## src/rtl/relogio_ajuste.sv

```systemverilog
// Time-setting controller: debounced mode/inc buttons drive RUN/SET_H/SET_M/SET_S,
// gate the 1 Hz tick and issue one-cycle set commands plus blink masks.
module relogio_ajuste #(
   parameter int DEBOUNCE_CYCLES = 50000,
   parameter int REPEAT_START    = 25000000,
   parameter int REPEAT_PERIOD   = 5000000
) (
   input  logic       main_clock,
   input  logic       main_reset,
   input  logic       enable_1hz,
   input  logic       btn_mode,
   input  logic       btn_inc,
   output logic       run_enable,
   output logic       set_inc_h,
   output logic       set_inc_m,
   output logic       clr_sec,
   output logic       blank_h,
   output logic       blank_m,
   output logic       blank_s,
   output logic [1:0] mode
);

   localparam int CW = $clog2(DEBOUNCE_CYCLES);
   localparam int RW = $clog2(REPEAT_START + 1);
   localparam logic [CW-1:0] DB_LAST = CW'(DEBOUNCE_CYCLES - 1);
   localparam logic [RW-1:0] RS_LIM  = RW'(REPEAT_START);
   localparam logic [RW-1:0] RP_LIM  = RW'(REPEAT_PERIOD);

   typedef enum logic [1:0] {
      RUN   = 2'b00,
      SET_H = 2'b01,
      SET_M = 2'b10,
      SET_S = 2'b11
   } state_t;

   // bit 0 = mode button, bit 1 = increment button
   logic [1:0]         sync1_q, sync1_d;
   logic [1:0]         sync2_q, sync2_d;
   logic [1:0]         lvl_q, lvl_d;
   logic [1:0]         lvl_dly_q, lvl_dly_d;
   logic [1:0]         evt_q, evt_d;
   logic [1:0][CW-1:0] db_cnt_q, db_cnt_d;
   state_t             state_q, state_d;
   logic               phase_q, phase_d;
   logic [RW-1:0]      rep_cnt_q, rep_cnt_d;
   logic               rep_on_q, rep_on_d;
   logic               set_inc_h_q, set_inc_h_d;
   logic               set_inc_m_q, set_inc_m_d;
   logic               clr_sec_q, clr_sec_d;

   logic               mode_evt, inc_evt, chg;
   logic               rep_ok, rep_fire;
   logic [RW-1:0]      rep_lim;

   always_comb begin
      sync1_d   = {btn_inc, btn_mode};
      sync2_d   = sync1_q;
      lvl_d     = lvl_q;
      db_cnt_d  = db_cnt_q;
      for (int i = 0; i < 2; i++) begin
         if (sync2_q[i] == lvl_q[i]) begin
            db_cnt_d[i] = '0;
         end else if (db_cnt_q[i] == DB_LAST) begin
            lvl_d[i]    = sync2_q[i];
            db_cnt_d[i] = '0;
         end else begin
            db_cnt_d[i] = db_cnt_q[i] + 1'b1;
         end
      end
      lvl_dly_d = lvl_q;
      evt_d     = lvl_q & ~lvl_dly_q;

      mode_evt  = evt_q[0];
      inc_evt   = evt_q[1] & ~evt_q[0];

      state_d   = mode_evt ? state_t'(state_q + 2'd1) : state_q;
      chg       = (state_d != state_q);

      phase_d   = phase_q;
      if (chg)
         phase_d = 1'b0;
      else if (enable_1hz && state_q != RUN)
         phase_d = ~phase_q;

      // a release seen at the synchronizer stops repeat without debounce lag
      rep_ok    = (state_q == SET_H || state_q == SET_M) &&
                  lvl_q[1] && sync2_q[1] && !chg;
      rep_lim   = rep_on_q ? RP_LIM : RS_LIM;
      rep_fire  = rep_ok && (rep_cnt_q != '0) && (rep_cnt_q == rep_lim);

      rep_cnt_d = rep_cnt_q;
      rep_on_d  = rep_on_q;
      if (!rep_ok) begin
         rep_cnt_d = '0;
         rep_on_d  = 1'b0;
      end else if (inc_evt) begin
         rep_cnt_d = RW'(1);
         rep_on_d  = 1'b0;
      end else if (rep_fire) begin
         rep_cnt_d = RW'(1);
         rep_on_d  = 1'b1;
      end else if (rep_cnt_q != '0) begin
         rep_cnt_d = rep_cnt_q + 1'b1;
      end

      set_inc_h_d = (state_q == SET_H) && (inc_evt || rep_fire);
      set_inc_m_d = (state_q == SET_M) && (inc_evt || rep_fire);
      clr_sec_d   = (state_q == SET_S) && inc_evt;
   end

   always_ff @(posedge main_clock) begin
      if (main_reset) begin
         sync1_q     <= '0;
         sync2_q     <= '0;
         lvl_q       <= '0;
         lvl_dly_q   <= '0;
         evt_q       <= '0;
         db_cnt_q    <= '0;
         state_q     <= RUN;
         phase_q     <= 1'b0;
         rep_cnt_q   <= '0;
         rep_on_q    <= 1'b0;
         set_inc_h_q <= 1'b0;
         set_inc_m_q <= 1'b0;
         clr_sec_q   <= 1'b0;
      end else begin
         sync1_q     <= sync1_d;
         sync2_q     <= sync2_d;
         lvl_q       <= lvl_d;
         lvl_dly_q   <= lvl_dly_d;
         evt_q       <= evt_d;
         db_cnt_q    <= db_cnt_d;
         state_q     <= state_d;
         phase_q     <= phase_d;
         rep_cnt_q   <= rep_cnt_d;
         rep_on_q    <= rep_on_d;
         set_inc_h_q <= set_inc_h_d;
         set_inc_m_q <= set_inc_m_d;
         clr_sec_q   <= clr_sec_d;
      end
   end

   assign run_enable = enable_1hz & (state_q == RUN);
   assign set_inc_h  = set_inc_h_q;
   assign set_inc_m  = set_inc_m_q;
   assign clr_sec    = clr_sec_q;
   assign blank_h    = phase_q & (state_q == SET_H);
   assign blank_m    = phase_q & (state_q == SET_M);
   assign blank_s    = phase_q & (state_q == SET_S);
   assign mode       = state_q;

endmodule

```

## config.mk

```make
export PLATFORM = sky130hd
export DESIGN_NAME = relogio_ajuste
export DESIGN_NICKNAME = d
export VERILOG_FILES = /design/src/rtl/relogio_ajuste.sv
export SDC_FILE = /design/constraint.sdc
export NUM_CORES = 1
export LEC_CHECK = 0
export ABC_AREA = 1
export CORE_MARGIN = 1
export CORE_UTILIZATION = 50
export CTS_CLUSTER_DIAMETER = 100
export CTS_CLUSTER_SIZE = 28
export DETAILED_ROUTE_END_ITERATION = 7
export PLACE_DENSITY = 0.72
export REMOVE_ABC_BUFFERS = 1
export SYNTH_ARGS = -nofsm -noshare
export SYNTH_HDL_FRONTEND = slang
export SYNTH_SLANG_ARGS = --single-unit
```

## constraint.sdc

```tcl
create_clock -name main_clock -period 1.4 [get_ports main_clock]
set_input_delay 0.21 -clock main_clock [delete_from_list [all_inputs] [get_ports main_clock]]
set_output_delay 0.21 -clock main_clock [all_outputs]
set_load 0.02 [all_outputs]
```

==> results_dict.tcl <==
set metrics [dict create \
    outcome "complete, but fails checks" \
    violations "setup timing" \
    grt_pass1_vias 3293 \
    holdWs_ns 0.3620 \
    critPathArrivalTime_ns 1.90 \
    worstPathMaxFanout 6 \
    root_buffer "clkbuf_8" \
    syn2layout_area_growth_pct 36.86 \
    groute.usage.overall_pct 23.82 \
    initial_utilization_pct 51.34 \
    setup_viol 42 \
    synth-seq-area-share_pct 40.00 \
    fin_crit_ns 1.650 \
    clock_skew_ns 0.01015 \
    grt_setup_unrepaired "true" \
    die_w_microns 88.07 \
    clk_pin_slew_ns 0.08 \
    yosys_warnings 0 \
    nets 648 \
    synth_area_sq_um 3704 \
    num_rows 31 \
    place_area_sq_um 4324 \
    netlist_instances 545 \
    grt_first_pass_wirelength_microns 14250 \
    ys_ff_latch 74 \
    viasPerCell 5.141 \
    drt_pass1_iterations 5 \
    powerDensity_nw_per_um2 799.8 \
    ir_drop_mv 0.5784 \
    clk_latency_ns 0.35 \
    cp.required_ns 1.65 \
    numPortBuffers 13 \
    cts_made_buffers 9 \
    final_area_sq_um 5069 \
    cts_tree "yes" \
    overflow 0 \
    dieHeight_microns 88.07 \
    io_pins 14 \
    drive_gt1_share_pct 31.25 \
    dpl.cell_count 704 \
    fin_cells 739 \
    hold_violations 0 \
    ant_nets 0 \
    drt-initial-drc-count 204 \
    syn_avg_cell_area_sq_um 6.796 \
    final_util_pct 70.26 \
    max_freq_mhz 606.0 \
    drv_cap 0 \
    dr_total_vias 3799 \
    grt_antenna_before_repair 0 \
    critPathKind "flop to flop" \
    p_leak_uw 0.001833 \
    wire_per_inst_microns 13.53 \
    core_area_sq_um 7214 \
    routed_wl_microns 9997 \
    ys_types 31 \
    drcViolationCount 0 \
    fillCellCount 570 \
    cts_hold_buf 0 \
    clk_path_buf_depth 2 \
    grt_max_degree 24 \
    antenna_cells 0 \
    cts_sinks 74 \
    gp_congestion 0.8853 \
    die-area_sq_um 7755 \
    cp-end-kind "flop" \
    worst_slack_ns -0.2503 \
    max-slew-margin-rel_pct 78.05 \
    h-tree-depth 3 \
    post-dp-hpwl_microns 6148 \
    fin_crit_sh_pct 117.9 \
    min_path_type "input port to flop" \
    worst_slew_pin_slew_ns 0.3293 \
    dpl_worst_slack_ns -0.2829 \
    slew_viol_final 0 \
    cp-start-kind "flop" \
]
[cells in the mapped netlist]
| cell | number | area, sq um |
|---|---|---|
| or2_0 | 3 | 18.77 |
| nor2_4 | 5 | 56.30 |
| a21oi_1 | 35 | 175.2 |
| buf_4 | 2 | 15.01 |
| nor2_1 | 106 | 397.9 |
| a21boi_0 | 1 | 7.510 |
| xnor2_1 | 6 | 52.55 |
| or2_1 | 3 | 18.77 |
| inv_1 | 66 | 247.7 |
| o21ai_0 | 10 | 50.05 |
| inv_2 | 5 | 18.77 |
| nor3b_1 | 1 | 7.510 |
| nand3_2 | 1 | 10.01 |
| nand3b_1 | 3 | 22.52 |
| nand2_1 | 131 | 491.7 |
| nand3_1 | 21 | 105.1 |
| a31oi_1 | 1 | 6.260 |
| nor3_1 | 16 | 80.08 |
| and3_1 | 1 | 6.260 |
| dfxtp_1 | 74 | 1481 |
| clkinv_2 | 1 | 5.000 |
| nor2_2 | 3 | 18.77 |
| nand2_2 | 9 | 56.30 |
| xor2_1 | 9 | 78.83 |
| o21bai_2 | 1 | 11.26 |
| ha_1 | 8 | 100.1 |
| nand4_1 | 15 | 93.84 |
| a21oi_2 | 2 | 17.52 |
| or2_2 | 2 | 12.51 |
| and2_1 | 1 | 6.260 |
| buf_6 | 3 | 33.78 |
[path summary, 6_finish.rpt]
check        slack [ns]             to  cells after the start         start
max               -0.25  rep_cnt_q[16]                     10       mode[0]
min                0.36     sync1_q[0]                      3      btn_mode
max reg2reg       -0.25  rep_cnt_q[16]                     10       mode[0]
min reg2reg        0.39       evt_q[1]                      1  lvl_dly_q[1]
[sequential cells by signal (all words and copies together) (netlist names), 2 cells and up]
register and count:
sync1_q 2, mode 2, rep_cnt_q 25, db_cnt_q 32, lvl_dly_d 2, lvl_dly_q 2
sync2_q 2, evt_q 2
[per-stage QoR]
| stage | setup TNS (ns) | power, uW |
|---|---|---|
| 2_1_floorplan | -8.718 | 2185 |
| 3_5_place_dp | -10.09 | 2229 |
| 4_1_cts | -4.035 | 4071 |
| 6_report | -6.511 | 4054 |
| 5_1_grt | -9.703 | 4186 |
| 3_3_place_gp | -5.432 | 2227 |
[what timing repair did]
| action | in CTS | in global routing |
|---|---|---|
| pin swaps | 5 | 17 |
| setup endpoints to repair | 71 | 67 |
| cloned | 0 | 4 |
| buffers inserted | 7 | 8 |
| resized for setup | 63 | 74 |
[power by group]
group | internal [uW] | total [uW] | leakage (uW) | switching, uW
Clock | 1060 | 1860 | 0.000111 | 807
Sequential | 2110 | 2110 | 0.000602 | 6.05
Combinational | 38.3 | 77.2 | 0.00112 | 38.9
Total | 3200 | 4050 | 0.00183 | 852
[layout by cell type, fill, tap and decap left out, types with 3 or more instances in the layout]
master           netlist  layout
nand3_2                1       4
dfxtp_2                0       7
ha_4                   0       5
nand2_2                9      15
nor2_2                 3      15
nand4_1               15      15
dfxtp_1               74      65
xor2_1                 9       8
clkbuf_16              0       3
nor2_4                 5      12
xnor2_1                6       6
a21oi_1               35      17
o21ai_2                0       3
inv_2                  5      13
or2_1                  3       3
nor3_1                16      15
buf_6                  3       5
nor2_1               106      87
nand2_1              131     123
nand3_1               21      16
or2_0                  3       3
buf_4                  2      64
nand3b_1               3       3
clkdlybuf4s50_1        0       4
a21oi_2                2      20
inv_1                 66      56
dlygate4sd2_1          0       3
clkbuf_8               0      10
o21ai_0               10       6
[metal layers]
| layer | part of all wire, % | wire (microns) | track usage, % |
|---|---|---|---|
| met3 | 4.8 | 481 | 3.299 |
| met4 | 3.4 | 339 | 11.44 |
| met1 | 42 | 4170 | 29.42 |
| met5 | 0 | 0 | 0 |
| met2 | 50 | 5004 | 40.87 |
[logic make-up after synthesis]
| group | after synthesis | synth area share (%) |
|---|---|---|
| simple gates | 321 | 37.87 |
| buf+inv | 77 | 8.648 |
| flops | 74 | 40.00 |
| compound gates | 50 | 7.230 |
| xor+xnor | 15 | 3.547 |
| fa+ha+maj | 8 | 2.703 |
[final cells by class]
type / count / area [sq um] / share of cell area (%)
Inverter: 72 / 276.5 / 5.455
Tap cell: 99 / 123.9 / 2.444
Multi-Input combinational cell: 394 / 2213 / 43.67
Clock buffer: 12 / 145.1 / 2.863
Timing Repair Buffer: 84 / 738.2 / 14.56
Sequential cell: 74 / 1498 / 29.55
Clock inverter: 4 / 73.82 / 1.456
[critical path, cell delays in order (launching register included)]
cell and delay [ns]:
dfxtp_4 0.38, inv_4 0.05, ha_4 0.28, nand3_4 0.09
nor2_4 0.12, nand3_2 0.06, nor2_2 0.12, nand2_2 0.09
nand2_4 0.14, clkbuf_16 0.17, nor2_1 0.04
(Power assumes the default switching activity.)
